File: src/rtl/gas_pkg.sv
`default_nettype none
// ============================================================================
// Package : gas_pkg
// Brief   : Shared gas indices and FSM state encoding for the gas alarm block.
// Rev     : 1.0  initial release
// ============================================================================
package gas_pkg;

    localparam int NUM_GAS = 3;

    localparam int GAS_CO2 = 2;
    localparam int GAS_CO  = 1;
    localparam int GAS_CH4 = 0;

    localparam logic [1:0] c_ST_IDLE  = 2'd0;
    localparam logic [1:0] c_ST_WARN  = 2'd1;
    localparam logic [1:0] c_ST_ALARM = 2'd2;
    localparam logic [1:0] c_ST_ACKED = 2'd3;

endpackage
`default_nettype wire

File: src/rtl/gas_hit_counter.sv
`default_nettype none
// ============================================================================
// Module : gas_hit_counter
// Brief  : Window-relative saturating hit counter for one gas, with threshold event.
// Rev    : 1.0  initial release
// ============================================================================
module gas_hit_counter #(
    parameter int THRESH = 3
) (
    input  logic clk,
    input  logic arst,
    input  logic win_wrap,
    input  logic clr,
    input  logic det,
    output logic thr
);

    localparam int CNT_W = (THRESH > 0) ? $clog2(THRESH + 1) : 1;
    localparam logic [CNT_W-1:0] c_THRESH    = CNT_W'(THRESH);
    localparam logic [CNT_W-1:0] c_THRESH_M1 = CNT_W'(THRESH - 1);

    logic [CNT_W-1:0] cnt_q;
    logic [CNT_W-1:0] cnt_d;

    // The wrap cycle opens a fresh window, so only a threshold of one can fire there.
    assign thr = win_wrap ? (det && (THRESH == 1)) : (det && (cnt_q == c_THRESH_M1));

    always_comb begin
        cnt_d = cnt_q;
        if (clr) begin
            cnt_d = '0;
        end else if (win_wrap) begin
            cnt_d = CNT_W'(det);
        end else if (det && (cnt_q < c_THRESH)) begin
            cnt_d = cnt_q + CNT_W'(1);
        end
    end

    always_ff @(posedge clk or negedge arst) begin
        if (!arst) begin
            cnt_q <= '0;
        end else begin
            cnt_q <= cnt_d;
        end
    end

endmodule
`default_nettype wire

File: src/rtl/gas_alarm_controller.sv
`default_nettype none
// ============================================================================
// Module : gas_alarm_controller
// Brief  : Windowed per-gas hit counting with warn/alarm/acknowledge FSM.
// Rev    : 1.0  initial release
// ============================================================================
module gas_alarm_controller
    import gas_pkg::*;
#(
    parameter int WINDOW   = 64,
    parameter int THRESH   = 3,
    parameter int HOLD_CYC = 16
) (
    input  logic               clk,
    input  logic               arst,
    input  logic [NUM_GAS-1:0] det,
    input  logic               ack,
    output logic               alarm,
    output logic               warn,
    output logic [NUM_GAS-1:0] gas_flags,
    output logic [1:0]         state
);

    localparam int WIN_W  = (WINDOW > 1) ? $clog2(WINDOW) : 1;
    localparam int HOLD_W = (HOLD_CYC > 1) ? $clog2(HOLD_CYC) : 1;
    localparam logic [WIN_W-1:0]  c_WIN_LAST  = WIN_W'(WINDOW - 1);
    localparam logic [HOLD_W-1:0] c_HOLD_LAST = HOLD_W'(HOLD_CYC - 1);

    logic [WIN_W-1:0]   win_cnt_q;
    logic [HOLD_W-1:0]  hold_cnt_q, hold_cnt_d;
    logic [1:0]         state_q, state_d;
    logic [NUM_GAS-1:0] flags_q, flags_d;
    logic               ack_armed_q, ack_armed_d;
    logic               alarm_q, warn_q;

    logic [NUM_GAS-1:0] w_thr;
    logic               w_win_wrap;
    logic               w_clr;
    logic               w_any_thr;
    logic               w_ack_ok;

    assign w_win_wrap = (win_cnt_q == c_WIN_LAST);
    assign w_any_thr  = |w_thr;
    assign w_ack_ok   = ack && ack_armed_q;

    generate
        for (genvar g = 0; g < NUM_GAS; g++) begin : g_gas
            gas_hit_counter #(
                .THRESH (THRESH)
            ) u_hit (
                .clk      (clk),
                .arst     (arst),
                .win_wrap (w_win_wrap),
                .clr      (w_clr),
                .det      (det[g]),
                .thr      (w_thr[g])
            );
        end
    endgenerate

    always_comb begin
        state_d     = state_q;
        flags_d     = flags_q | w_thr;
        hold_cnt_d  = hold_cnt_q;
        w_clr       = 1'b0;
        // Re-arm only once ack has been seen low, so a held ack cannot acknowledge twice.
        ack_armed_d = ack ? ack_armed_q : 1'b1;
        case (state_q)
            c_ST_IDLE: begin
                if (w_any_thr) begin
                    state_d = c_ST_ALARM;
                end else if (|det) begin
                    state_d = c_ST_WARN;
                end
            end
            c_ST_WARN: begin
                if (w_any_thr) begin
                    state_d = c_ST_ALARM;
                end else if (w_win_wrap && (det == '0)) begin
                    // Counters reload from det on the wrap, so det==0 means all counts become zero.
                    state_d = c_ST_IDLE;
                end
            end
            c_ST_ALARM: begin
                if (!w_any_thr && w_ack_ok) begin
                    state_d     = c_ST_ACKED;
                    hold_cnt_d  = '0;
                    w_clr       = 1'b1;
                    ack_armed_d = 1'b0;
                end
            end
            c_ST_ACKED: begin
                if (w_any_thr) begin
                    state_d = c_ST_ALARM;
                end else if (hold_cnt_q == c_HOLD_LAST) begin
                    state_d = c_ST_IDLE;
                    flags_d = '0;
                end else begin
                    hold_cnt_d = hold_cnt_q + HOLD_W'(1);
                end
            end
            default: begin
                state_d = c_ST_IDLE;
            end
        endcase
    end

    always_ff @(posedge clk or negedge arst) begin
        if (!arst) begin
            win_cnt_q   <= '0;
            hold_cnt_q  <= '0;
            state_q     <= c_ST_IDLE;
            flags_q     <= '0;
            ack_armed_q <= 1'b0;
            alarm_q     <= 1'b0;
            warn_q      <= 1'b0;
        end else begin
            win_cnt_q   <= w_win_wrap ? '0 : (win_cnt_q + WIN_W'(1));
            hold_cnt_q  <= hold_cnt_d;
            state_q     <= state_d;
            flags_q     <= flags_d;
            ack_armed_q <= ack_armed_d;
            alarm_q     <= (state_d == c_ST_ALARM);
            warn_q      <= (state_d == c_ST_WARN);
        end
    end

    assign alarm     = alarm_q;
    assign warn      = warn_q;
    assign gas_flags = flags_q;
    assign state     = state_q;

endmodule
`default_nettype wire

File: config.mk
export PLATFORM = sky130hd
export DESIGN_NAME = gas_alarm_controller
export DESIGN_NICKNAME = d
export VERILOG_FILES = /design/src/rtl/gas_pkg.sv /design/src/rtl/gas_hit_counter.sv /design/src/rtl/gas_alarm_controller.sv
export SDC_FILE = /design/constraint.sdc
export NUM_CORES = 1
export LEC_CHECK = 0
export BUFFER_PORTS_ARGS = -buffer_cell sky130_fd_sc_hd__buf_2
export CORE_ASPECT_RATIO = 1.75
export CORE_MARGIN = 2
export CORE_UTILIZATION = 40
export DETAILED_ROUTE_END_ITERATION = 12
export PLACE_DENSITY = 0.55
export REMOVE_ABC_BUFFERS = 1
export SLEW_MARGIN = 20
export SYNTH_ARGS = -nofsm -noshare
export SYNTH_HDL_FRONTEND = slang
export SYNTH_SLANG_ARGS = --single-unit
File: constraint.sdc
create_clock -name clk -period 1.9 [get_ports clk]
set_input_delay 0.57 -clock clk [delete_from_list [all_inputs] [get_ports clk]]
set_output_delay 0.57 -clock clk [all_outputs]
set_load 0.01 [all_outputs]
==> results.yml <==
outcome:
  status: "finished clean"
layout:
  syn2layout_area_growth_pct: 13.0
  fillers: 279
  mostFrequentLayoutCell: "dfrtp_1"
  regArea_um2: 601
  final_cell_mix: "dfrtp_1 (24), nor2_1 (15), buf_2 (12)"
  fin_nets: 151
  multi_input_area_um2: 621
  drive_above_1_share_pct: 18.4
  antenna_cells: 0
route:
  via_per_inst: 5.27
  drc: 0
  antenna_left: 0
  drt_iter0_markers: 16
  wl_per_cell_um: 14.0
  wl_um: 2490
  dr_wl_met2_um: 1260
  drt-pass1-iter-count: 4
  met3_length_um: 60
  wl_met1_um: 1120
  vias: 938
  highest_layer: "met4"
global_routing:
  grt.overflow.total: 0
  grt_max_degree: 25
  grt_usage_pct: 16.6
  grt_pass1_wl_um: 4280
  antenna_found_initial: 0
  grt_pass1_vias: 917
synthesis:
  yosysWarningCount: 0
  syn_area_per_cell_um2: 10.4
  yosys.area.top_type: "dfrtp_1"
  netlist_instances: 121
  netlist_area_mm2: 0.00125
  synth_top_area_share_pct: 48.0
  ys_ff_latch: 24
  seq_area_frac_synth_pct: 48.0
  synth.area.top_cells: "dfrtp_1 (48%), ha_1 (8.0%), nor2_1 (4.5%), a21oi_1 (3.6%), o21ai_0 (2.8%)"
  ys_types: 35
worst_setup_path:
  crit_type: "reg2reg"
  worst-path-buf-inv: 0
  crit_path_end_kind: "flip-flop"
  cp-start-kind: "flip-flop"
  worstPathArrival_ns: 1.79
  cp_top_family: "compound AO/OA/AOI/OAI gates"
  cpPeakStageDelay_ns: 0.41
  cp_slowest_cell: "dfrtp_1"
  path_max_fanout: 10
  worstPathRequired_ns: 2.06
  path_cells: "ha_1, and3_1, a32oi_4, nor2_1, o22a_1"
cts:
  cts_setup_buffers: 0
  cts_tree: "built"
  clk_pin_slew_ns: 0.08
  cts_num_sinks: 24
  cts-resized-gates: 0
  root_buffer: "clkbuf_8"
  clock_path_buffers: 2
  clock_latency_ns: 0.27
  cts_buffers: 3
  holdBufCountCts: 0
  htreeDepth: 1
power:
  p_leak_nw: 0.627
  total_power_w: 0.00178
  powerDensity_mw_per_mm2: 1260
  worst_ir_drop_vdd_mv: 0.757
run:
  cap_violations: 0
floorplanning:
  std_cell_rows: 26
  io_pins: 13
  die-area_mm2: 0.00361
  die_x_um: 46.3
  coreArea_mm2: 0.00296
  die_h_um: 78.0
  start_util_pct: 42.3
hold_path:
  hold_class: "in2async"
placed_design:
  port_buffers: 12
  place_congestion: 0.738
  dp_hpwl_um: 1900
timing:
  maxSlewViolCount: 0
  finalCriticalPeriod_ns: 1.63
  tightest_slew_ns: 0.538
  grt_setup_unrepaired: "false"
  min_period_over_period_pct: 85.9
  max_freq_mhz: 613
  slew_headroom_pct: 64.2
  finalSetupTns_ns: 0
  skew_ns: 0.00232
  hold_viol: 0
  final-setup-viol-count: 0
[stage by stage]
stage | hold WS [ns] | std cells | area [µm²] | utilization [%] | setup slack [ns]
after global placement | 0.462 | 174 | 1360 | 45.9 | 0.267
final | 0.274 | 178 | 1420 | 47.8 | 0.268
after detailed placement | 0.475 | 174 | 1360 | 45.9 | 0.229
after floorplan | 0.274 | 120 | 1250 | - | 0.388
after CTS | 0.298 | 178 | 1420 | 47.8 | 0.257
after global routing | 0.320 | 178 | 1420 | 47.8 | 0.135
[cell families (layout without fill, tap and decap cells)]
group	after synthesis	count (layout)	synth area share, %
AO/OA/AOI/OAI	34	34	19.4
XOR/XNOR	3	3	2.10
adder cells (fa/ha/maj)	8	8	7.99
buffers and inverters	8	23	2.50
flip-flops	24	24	48.0
AND/OR/NAND/NOR	44	44	20.1
[registers in the layout (all words and copies together), names as in the netlist]
signal and count:
alarm 1, gas_flags 3, warn 1, win_cnt_q 6
ack_armed_q 1, state 2, hold_cnt_q 4, g_gas.u_hit.cnt_q 6
[synth_stat cells]
cell / instances
a21o_1: 1
a21oi_1: 9
a22o_1: 2
a22oi_2: 1
a2bb2oi_1: 1
a31o_2: 1
a31oi_1: 3
a32oi_4: 1
a41oi_1: 1
and2_1: 2
and3_1: 2
and3b_1: 1
and4_1: 1
buf_2: 1
dfrtp_1: 24
ha_1: 8
inv_1: 7
nand2_1: 5
nand2b_1: 2
nand3_1: 4
nand3_2: 1
nand4_1: 3
nor2_1: 15
nor2_4: 2
nor2b_1: 1
nor3_2: 3
nor4_1: 1
o211ai_1: 3
o21ai_0: 7
o22a_1: 1
o22ai_1: 1
o31ai_1: 2
or2b_1: 1
xnor2_1: 1
xor2_1: 2
[power by group]
| part | internal [W] | switching (W) |
|---|---|---|
| clock network | 0.000185 | 0.000162 |
| registers | 0.000648 | 0.000133 |
| logic | 0.000290 | 0.000363 |
[layer usage]
metal | vias to the layer above | track usage (%)
li1 | 467 | -
met1 | 453 | 20.2
met2 | 13 | 26.7
met3 | 5 | 2.76
met5 | - | 0
met4 | 0 | 8.57
[path summary, 6_finish.rpt]
check	start	to	slack (ns)	cells after the start
max	win_cnt_q[0]$_DFF_PN0_	hold_cnt_q[2]$_DFFE_PN0P_	0.27	5
min	arst	g_gas[0].u_hit.cnt_q[0]$_DFFE_PN0P_	0.27	1
max reg2reg	win_cnt_q[0]$_DFF_PN0_	hold_cnt_q[2]$_DFFE_PN0P_	0.27	5
min reg2reg	win_cnt_q[0]$_DFF_PN0_	win_cnt_q[0]$_DFF_PN0_	0.49	1
max in group asynchronous	arst	g_gas[1].u_hit.cnt_q[1]$_DFFE_PN0P_	1.26	1
min in group clk	win_cnt_q[0]$_DFF_PN0_	win_cnt_q[0]$_DFF_PN0_	0.49	1
[cell type report]
type	count	share of cell area (%)
tap	42	3.71
inverter	7	1.86
clock buffer	4	3.89
multi-input combinational	89	43.9
timing repair buffer	12	4.24
sequential	24	42.4
(Power assumes the default switching activity.)
